==> config.mk <==
export PLATFORM = sky130hd
export DESIGN_NAME = vdp_ssg_param
export DESIGN_NICKNAME = d
export VERILOG_FILES = /design/src/rtl/vdp_ssg_param.sv
export SDC_FILE = /design/constraint.sdc
export NUM_CORES = 1
export LEC_CHECK = 0
export CORE_MARGIN = 2
export CORE_UTILIZATION = 41
export CTS_CLUSTER_DIAMETER = 200
export DETAILED_ROUTE_END_ITERATION = 8
export DONT_BUFFER_PORTS = 1
export PLACE_DENSITY = 0.64
export SKIP_CTS_REPAIR_TIMING = 1
export SYNTH_ARGS = -nofsm -noshare
export SYNTH_HDL_FRONTEND = slang
export SYNTH_SLANG_ARGS = --single-unit
==> constraint.sdc <==
create_clock -name clk21m -period 4.95 [get_ports clk21m]
set_input_delay 1.485 -clock clk21m [delete_from_list [all_inputs] [get_ports clk21m]]
set_output_delay 1.485 -clock clk21m [all_outputs]
set_load 0.05 [all_outputs]
==> src/rtl/vdp_ssg_param.sv <==
// rtl/vdp_ssg_param.sv - parametrised VDP sync generator (line interrupt under VDP_SSG_HINT_EN)
module vdp_ssg_param #(
    parameter int H_TOTAL      = 1368,
    parameter int HSYNC_LEN    = 100,
    parameter int HACT_START   = 232,
    parameter int H_ACTIVE     = 1024,
    parameter int V_TOTAL_NTSC = 262,
    parameter int V_TOTAL_PAL  = 313,
    parameter int VSYNC_LINES  = 3,
    parameter int VACT_START   = 24,
    parameter int V_ACTIVE     = 192
) (
    input  logic        clk21m,
    input  logic        reset,
    input  logic        reg_pal_mode,
    input  logic        reg_interlace_mode,
    input  logic [3:0]  reg_adj_x,
    input  logic [7:0]  reg_hint_line,
    input  logic        hint_ack,
    output logic [10:0] h_cnt,
    output logic [9:0]  v_cnt,
    output logic [1:0]  dotstate,
    output logic [2:0]  eightdotstate,
    output logic        field,
    output logic        hsync_n,
    output logic        vsync_n,
    output logic        window_x,
    output logic        window_y,
    output logic        vblank_start,
    output logic        hint_pending
);

    localparam logic [10:0] H_LAST    = 11'(H_TOTAL - 1);
    localparam logic [9:0]  V_LAST_N  = 10'(V_TOTAL_NTSC - 1);
    localparam logic [9:0]  V_LAST_P  = 10'(V_TOTAL_PAL - 1);
    localparam logic [9:0]  VACT_END  = 10'(VACT_START + V_ACTIVE);

    logic        pal_sh;
    logic        ilace_sh;
    logic [3:0]  adj_q;

    logic        h_wrap;
    logic        v_wrap;
    logic [10:0] h_nxt;
    logic [9:0]  v_nxt;
    logic [9:0]  v_last;
    logic [3:0]  adj_line;
    logic [11:0] h_ext;
    logic [11:0] xs;
    logic [11:0] xe;
    logic        wy_nxt;

    always_comb begin
        h_wrap   = (h_cnt == H_LAST);
        h_nxt    = h_wrap ? 11'd0 : h_cnt + 11'd1;
        // Odd interlaced field carries the extra half-frame line.
        v_last   = (pal_sh ? V_LAST_P : V_LAST_N) + {9'd0, ilace_sh & field};
        v_wrap   = h_wrap && (v_cnt == v_last);
        v_nxt    = v_wrap ? 10'd0 : (h_wrap ? v_cnt + 10'd1 : v_cnt);
        // Adjust is live during h_cnt==0 and frozen for the rest of the line.
        adj_line = (h_cnt == 11'd0) ? reg_adj_x : adj_q;
        // Two's-complement sum; parameter limits keep it non-negative.
        xs       = 12'(HACT_START) + {{6{adj_line[3]}}, adj_line, 2'b00};
        xe       = xs + 12'(H_ACTIVE);
        h_ext    = {1'b0, h_nxt};
        wy_nxt   = (v_nxt >= 10'(VACT_START)) && (v_nxt < VACT_END);
    end

    always_ff @(posedge clk21m) begin
        if (reset) begin
            h_cnt         <= 11'd0;
            v_cnt         <= 10'd0;
            dotstate      <= 2'd0;
            eightdotstate <= 3'd0;
            field         <= 1'b0;
            hsync_n       <= 1'b0;
            vsync_n       <= 1'b0;
            window_x      <= 1'b0;
            window_y      <= 1'b0;
            vblank_start  <= 1'b0;
            pal_sh        <= 1'b0;
            ilace_sh      <= 1'b0;
            adj_q         <= 4'd0;
        end else begin
            h_cnt         <= h_nxt;
            v_cnt         <= v_nxt;
            dotstate      <= h_nxt[1:0];
            eightdotstate <= h_nxt[4:2];
            if (h_cnt == 11'd0) begin
                adj_q <= reg_adj_x;
            end
            if (v_wrap) begin
                field <= ilace_sh ? ~field : 1'b0;
                // An interlaced frame is only complete after field 1.
                if (!ilace_sh || field) begin
                    pal_sh   <= reg_pal_mode;
                    ilace_sh <= reg_interlace_mode;
                end
            end
            hsync_n      <= (h_nxt >= 11'(HSYNC_LEN));
            vsync_n      <= (v_nxt >= 10'(VSYNC_LINES));
            window_x     <= (h_ext >= xs) && (h_ext < xe);
            window_y     <= wy_nxt;
            vblank_start <= (h_nxt == 11'd0) && (v_nxt == VACT_END);
        end
    end

`ifdef VDP_SSG_HINT_EN
    logic [9:0] v_rel;
    logic       hint_set;

    always_comb begin
        v_rel    = v_nxt - 10'(VACT_START);
        hint_set = (h_ext == xe) && wy_nxt && (v_rel[7:0] == reg_hint_line);
    end

    always_ff @(posedge clk21m) begin
        if (reset) begin
            hint_pending <= 1'b0;
        end else if (hint_set) begin
            hint_pending <= 1'b1;
        end else if (hint_ack) begin
            hint_pending <= 1'b0;
        end
    end
`else
    logic unused_hint;
    assign unused_hint  = ^{hint_ack, reg_hint_line};
    assign hint_pending = 1'b0;
`endif

endmodule
; Word-level counts from Yosys, hierarchy flattened
; Cells that the tools add are included.
; Widths: inputs -> output; s select.
[classes]
n_lt_le_gt_ge = 6
n_bitwise = 2
reduce_logical = 9
muxes = 6
addsub = 5
n_eq_ne = 3
[op_table]
columns = operator, count
row1 = $logic_not 11->1, 2
row2 = $mux 10, 2
row3 = $add 12x11->12 const B, 1
row4 = $ge 11x12->1, 1
row5 = $lt 11x12->1, 1
row6 = $add 11x1->11 const B, 1
row7 = $eq 11x11->1 const B, 1
row8 = $ge 11x7->1 const B, 1
row9 = $mux 11, 1
row10 = $add 10x1->10 const B, 1
row11 = $add 9x1->10, 1
row12 = $add 9x6->10 const A, 1
row13 = $eq 10x10->1, 1
row14 = $eq 10x8->1 const B, 1
row15 = $ge 10x2->1 const B, 1
row16 = $ge 10x5->1 const B, 1
row17 = $lt 10x8->1 const B, 1
row18 = $mux 6, 1
row19 = $logic_and 1x1->1, 4
row20 = $mux 4, 1
row21 = $reduce_and 2->1, 1
row22 = $and 1x1->1, 1
row23 = $logic_not 1->1, 1
row24 = $logic_or 1x1->1, 1
row25 = 2 further kinds, 2
[word_totals]
in_bits = 17
reg_bits = 38
output_inout_bits = 33
word_cells = 44

; Longest topological paths before layout
[depth]
ltp_word = 7
mapped_depth = 15
mapped_depth_nobuf = 15

; Worst setup path after synthesis
; OpenSTA, ideal clock, no wires.
[synth_timing]
kind = input to register
startpoint = input port reg_adj_x[1]
endpoint = register window_x
n_path_buf = 0
stages = 12
arrival_ns = 3.330
slack_ns = 1.535
path_cell_list = mux2i_1 > inv_1 > ha_1 > ha_1 > inv_1 > ha_1 > a21o_1 > a21oi_1 > nor2b_1 > o31ai_1 > a21oi_1 > a211oi_1
[synth_via]
elab_chain_len = 5
elab_cells_between_ends = 6
classes_between = add/sub: 2 / order compare: 2 / mux: 1 / reduce/logical: 1
[synth_rtl]
columns = element, line_no
row1 = start: declaration, 17  ; input logic [3:0] reg_adj_x,
row2 = $mux 4 (*), -
row3 = named net adj_line[1], 47  ; logic [3:0] adj_line;
row4 = $add 9x6->10 (*), 63  ; xs = 12'(HACT_START) + {{6{adj_line[3]}}, adj_line, 2'b00};
row5 = $add 12x11->12, 64  ; xe = xs + 12'(H_ACTIVE);
row6 = $lt 11x12->1, 102  ; window_x <= (h_ext >= xs) && (h_ext < xe);
row7 = $logic_and 1x1->1 (*), 102
row8 = end signal: assignment, 102
row9 = end: declaration, 27  ; output logic window_x,
; Mark *: on every way through the listed nets, which the timed path passes. The rest lies on a longest branch.
; A chain may end at the register's enable or synchronous reset.

; Worst setup path after layout
[layout_timing]
startpoint = register h_cnt[5]
endpoint = register window_x
[layout_via]
elab_chain_len = 6
elab_cells_between_ends = 10
classes_between = add/sub: 3 / order compare: 2 / eq/ne: 1 / mux: 2 / reduce/logical: 2
[layout_rtl]
columns = element, line_no
row1 = start: declaration, 20  ; output logic [10:0] h_cnt,
row2 = start signal: assignment, 85  ; h_cnt <= h_nxt;
row3 = $logic_not 11->1 (*), 61  ; adj_line = (h_cnt == 11'd0) ? reg_adj_x : adj_q;
row4 = $mux 4 (*), -
row5 = named net adj_line[1], 47
row6 = $add 9x6->10 (*), 63
row7 = $add 12x11->12, 64
row8 = $lt 11x12->1, 102
row9 = $logic_and 1x1->1 (*), 102
; Marked as above.

==> results.yml <==
timing:
  fin_setup_tns_ns: 0
  finClkSkew_ns: 0.00697
  setup_viol: 0
  max_clock_freq_mhz: 266
  slew_headroom: 0.448
  worst_slack_ns: 1.20
  drv_slew: 0
  finalHoldViolCount: 0
  rsz0062_at_grt: "no"
  tightest_slew_ns: 0.826
  hold_slack_ns: 0.457
  period_minus_slack_ns: 3.75
  period_share: 0.758
floorplanning:
  core_area_um2: 4790
  pin_count: 50
  rows: 25
  start_util: 0.432
  dieArea_um2: 5630
  die_w_um: 75.0
  die_y_um: 75.0
finish:
  final_nets: 278
  multiInputGateArea_um2: 1270
  seq_area_um2: 661
  final_cell_area_um2: 2200
  area_growth_pct: 6.11
  fillCellCount: 475
  n_antenna_cell: 0
  final_util: 0.459
  layout-drive-gt1-share: 0.0806
clock_network:
  path_clk_slew_ns: 0.06
  htree_levels: 2
  clkSinkCount: 33
  cts_inserted_buffers: 5
  cts-root-buf: "clkbuf_8"
  cts_tree: "yes"
  clk-insertion-delay-late_ns: 0.29
  cts_max_path_buffers: 2
placement:
  numPortBuffers: 0
  placed_area_um2: 2120
  dp.final_hpwl_um: 3520
  gp_congestion: 0.812
  place_ws_ns: 1.21
global_routing:
  grt_pass1_vias: 1703
  grt_max_degree: 27
  gr-total-overflow: 0
  grt_use_total: 0.186
  grt_pass1_wl_um: 8010
  antenna_found_initial: 0
synth:
  synth_seq_area_share: 0.319
  synth_fp_nets: 281
  synth_seq_cells: 33
  synth_area_um2: 2070
  ys_warn_count: 0
  synth_top_area_frac: 0.319
  synth_top_area_cell: "dfxtp_1"
  syn_inst: 250
  syn_avg_cell_area_um2: 8.28
  synthDistinctLibCells: 48
  yosys-top-cells-area: "dfxtp_1 (32%), ha_1 (8.5%), nor2_1 (4.4%), xnor2_1 (3.8%), nand3_1 (3.4%)"
critical_path:
  path_class: "flop to flop"
  max_stage_delay_ns: 0.55
  cpMostUsedCell: "ha_1"
  path_buf_inv: 3
  worstPathRequired_ns: 5.14
  cp_slowest_cell: "dfxtp_1"
  crit_family: "compound AO/OA/AOI/OAI gates"
  regToRegSetupSlack_ns: 1.20
  startpoint_type: "flop"
  cp_cell_sequence: "nor4_2 > buf_4 > nand4b_1 > mux2i_1 > inv_1 > ha_1 > ha_1 > inv_1 > ha_1 > a21o_1 > a21oi_1 > nor2b_1 > o31ai_1 > a21oi_1 > a211oi_1"
  critical_path.max_fanout: 8
  r2r_cells: 15
  critPathArrivalTime_ns: 3.95
  crit_cells: 15
  endpoint_kind: "flop"
job:
  cap_violations: 0
drt:
  avgRoutedWirePerCell_um: 14.8
  dr.pass1.iters: 4
  drt_iter0_markers: 78
  drtAntennaViolNets: 0
  wirelength_um: 4670
  num_vias: 1743
  vias_per_cell: 5.53
  drc: 0
worst_hold_path:
  hold-path-cell-count: 2
  hold_class: "flop to flop"
status:
  status: "complete, no violations"
pwr:
  ir_drop_v: 0.000170
  power_density_nw_per_um2: 263
  power.leakage_uw: 0.000851
==> per-stage QoR <==
| stage | cells | total power, µW |
|---|---|---|
| final | 315 | 578 |
| after global routing | 315 | 610 |
| after CTS | 315 | 586 |
| after detailed placement | 307 | 387 |
| after global placement | 307 | 384 |
| after floorplan | 250 | 374 |
==> flip-flops by register name, indices dropped and copies added (netlist names) <==
| signal | cells |
|---|---|
| hsync_n | 1 |
| window_y | 1 |
| v_cnt | 10 |
| window_x | 1 |
| pal_sh | 1 |
| adj_q | 4 |
| ilace_sh | 1 |
| vsync_n | 1 |
| vblank_start | 1 |
| h_cnt | 11 |
| field | 1 |
==> kinds of logic after synthesis <==
logic type / Yosys count / share of synthesized area
and+or+nand+nor: 118 / 0.317
DFF: 33 / 0.319
AOI/OAI and AO/OA: 31 / 0.109
buffers and inverters: 30 / 0.0653
xor gates and xnor gates: 16 / 0.0677
adders and majority gates: 14 / 0.0846
muxes: 7 / 0.0345
other: 1 / 0.00181
==> synthesized netlist by cell type, drive strengths merged <==
| master | count |
|---|---|
| a2111oi | 2 |
| a211o | 1 |
| a211oi | 2 |
| a21o | 1 |
| a21oi | 9 |
| a22oi | 1 |
| a2bb2oi | 1 |
| a31oi | 2 |
| a32oi | 1 |
| a41oi | 2 |
| and2 | 4 |
| and3 | 7 |
| and4 | 2 |
| buf | 7 |
| clkbuf | 9 |
| conb | 1 |
| dfxtp | 33 |
| ha | 14 |
| inv | 14 |
| mux2 | 1 |
| mux2i | 6 |
| nand2 | 19 |
| nand2b | 2 |
| nand3 | 14 |
| nand3b | 2 |
| nand4 | 11 |
| nand4b | 2 |
| nor2 | 24 |
| nor2b | 10 |
| nor3 | 7 |
| nor3b | 1 |
| nor4 | 4 |
| o21a | 1 |
| o21ai | 4 |
| o22ai | 1 |
| o31ai | 2 |
| o32a | 1 |
| or3 | 4 |
| or4 | 3 |
| or4b | 2 |
| xnor2 | 9 |
| xor2 | 7 |
==> worst reg2reg max path, cell delays in order, from the launching register on <==
cell	delay, ns
dfxtp_1	0.55
nor4_2	0.37
buf_4	0.19
nand4b_1	0.31
mux2i_1	0.31
inv_1	0.11
ha_1	0.23
ha_1	0.28
inv_1	0.04
ha_1	0.29
a21o_1	0.19
a21oi_1	0.13
nor2b_1	0.06
o31ai_1	0.29
a21oi_1	0.11
a211oi_1	0.22
==> final timing paths <==
check / start / to
worst max-delay path: h_cnt[5] / window_x
worst min-delay path: ilace_sh / ilace_sh
worst max register to register: h_cnt[5] / window_x
worst min register to register: ilace_sh / ilace_sh
==> power breakdown <==
group | leakage, µW | switching (µW) | internal [µW]
logic | 0.000544 | 53.8 | 30.3
registers | 0.000268 | 21.3 | 275
clock network | 0.0000395 | 97.3 | 99.9
total | 0.000851 | 172 | 405
==> layout by cell type, fill, tap and decap left out, types with 5 or more instances in the layout <==
cell,count
a21oi_1,9
and3_1,7
buf_4,6
clkbuf_8,5
dfxtp_1,33
ha_1,14
inv_1,14
mux2i_1,6
nand2_1,18
nand3_1,14
nand4_1,11
nor2_1,24
nor2b_1,10
nor3_1,6
xnor2_1,9
xor2_1,7
==> layout make-up <==
| class | count | share of cell area |
|---|---|---|
| timing repair buffer | 6 | 0.0205 |
| clock buffer | 8 | 0.0365 |
| sequential | 33 | 0.301 |
| multi-input combinational | 187 | 0.580 |
| inverter | 14 | 0.0239 |
| tap | 67 | 0.0382 |
==> routing by layer <==
layer | track usage | wire length (µm) | vias to the layer above
li1 | - | - | 881
met1 | 0.237 | 2120 | 799
met2 | 0.305 | 2130 | 52
met3 | 0.0469 | 332 | 11
met4 | 0.0655 | 82 | 0
met5 | 0 | 0 | -
Power figures use the tool's default switching activity.
==> patch, RTL diff (same flow settings) <==
Add a define of `VDP_SSG_HINT_EN`.
--- a/src/rtl/vdp_ssg_param.sv
+++ b/src/rtl/vdp_ssg_param.sv
@@ -1,4 +1,6 @@
 // rtl/vdp_ssg_param.sv - parametrised VDP sync generator (line interrupt under VDP_SSG_HINT_EN)
+`define VDP_SSG_HINT_EN
+
 module vdp_ssg_param #(
     parameter int H_TOTAL      = 1368,
     parameter int HSYNC_LEN    = 100,
Formal check against the unedited RTL: no difference found for any inputs over 10 cycles, from zero or initial values and one cycle with reset high; that may be too few to reach the edited logic, so the function may still have changed.
==> patch against the unedited design <==
Wire length up 19%. Sequential cell count rose by 1. Worst setup slack better by 0.13 ns. Clock power rose by 11%. Synthesized area is 8.2% higher. Total power down 2.2%. Final area up 8.8%. Worst hold slack improved by 0.029 ns. Via count up 13%. Critical endpoint is now hint_pending$_SDFFE_PP0P_. Largest cell class unchanged. Highest routed layer unchanged.
==> patch: results (changes against the unedited design) <==
proportion of layout cells with a drive suffix above 1=0.1033 (+0.02268); Synth Area in XOR/XNOR=0.08603 (+0.01832); fillers=535 (+13%); Post-Syn Area per Cell=8.326 µm² (+0.58%); post-synth cell types=60 (+25%); Detail Placement HPWL=4.220 mm (+20%); initial DRC count=93 (+19%); critical path's top delay family=simple AND/OR/NAND/NOR gates; Synth area leaders=dfxtp_1 30%, ha_1 8.4%, nor2_1 5.5%, xor2_1 4.7%, xnor2_1 3.9%; first-pass GRT wire length=9.177 mm (+15%); non-filler instance count after layout=341 (+8.3%); maximum vdd drop=152.8 µV (-10%); FF-to-FF path depth=17 (+2); worst-path maximum fanout=5 (-3); mux contribution to synthesized area=0.02346 (-0.01100); DIE AREA=0.006070 mm² (+7.8%); Post-synth top cells=34 x dfxtp_1, 33 x nor2_1, 17 x nand2_1, 17 x nand3_1; drt via density=5.783 (+4.5%); Hold Path Stages=1 (-1); post-synthesis adder-cell area fraction=0.08380 (-0.0008444); Inst Count DP=333 (+8.5%); GRT Util Overall=0.1909 (+0.004871); gpl congestion=0.8932 (+10%); largest net degree at the start of global routing=32 (+19%); Rel. slew slack=0.4854 (+0.03693); max incr delay on CP=0.40 ns (-0.15 ns); Critical Path AT=3.85 ns (-0.10 ns); run status=completed; nets@finish=302 (+8.6%); Post-Route WL=5.545 mm (+19%); top cell type's share of synthesized area=0.3039 (-0.01532); Layout Skew=0.008684 ns (+0.001717 ns)
==> patch: power groups by stage <==
| stage | clock (mW) | sequential, mW | combinational (mW) |
|---|---|---|---|
| after floorplan | 0 | 0.296 | 0.0504 |
| after global placement | 0 | 0.287 | 0.0657 |
| after detailed placement | 0 | 0.288 | 0.0661 |
| after CTS | 0.221 | 0.281 | 0.0667 |
| after global routing | 0.234 | 0.282 | 0.0738 |
| final | 0.218 | 0.281 | 0.0657 |
==> patch: final timing paths <==
check / endpoint / from / slack (ns)
worst max register to register: hint_pending$_SDFFE_PP0P_ / h_cnt[1]$_SDFF_PP0_ / 1.33
worst min register to register: h_cnt[0]$_SDFF_PP0_ / h_cnt[0]$_SDFF_PP0_ / 0.49
worst min-delay path: h_cnt[0]$_SDFF_PP0_ / h_cnt[0]$_SDFF_PP0_ / 0.49
worst max-delay path: hint_pending$_SDFFE_PP0P_ / h_cnt[1]$_SDFF_PP0_ / 1.33
==> patch: final cells by class <==
| class | count | share of cell area |
|---|---|---|
| inverters | 15 | 0.02356 |
| repair buffers | 7 | 0.02199 |
| clock inverters | 1 | 0.002094 |
| well taps | 70 | 0.03665 |
| flip-flops and latches | 34 | 0.2848 |
| clock buffers | 7 | 0.03613 |
| multi-input cells | 207 | 0.5948 |
==> patch: layer usage <==
layer | part of all wire | track usage | vias up
met5 | 0 | 0 | -
met4 | 0.019 | 0.06140 | 0
met3 | 0.077 | 0.06512 | 9
met2 | 0.47 | 0.3103 | 67
met1 | 0.44 | 0.2371 | 937
li1 | - | - | 959
==> patch: per-stage QoR <==
stage	cell area (µm²)	total power [mW]	hold WS, ns
floorplan	2240	0.3464	0.4599
global placement	2298	0.3531	0.4586
detailed placement	2298	0.3537	0.4776
CTS	2390	0.5688	0.4876
global route	2390	0.5901	0.5218
finish	2390	0.5651	0.4861
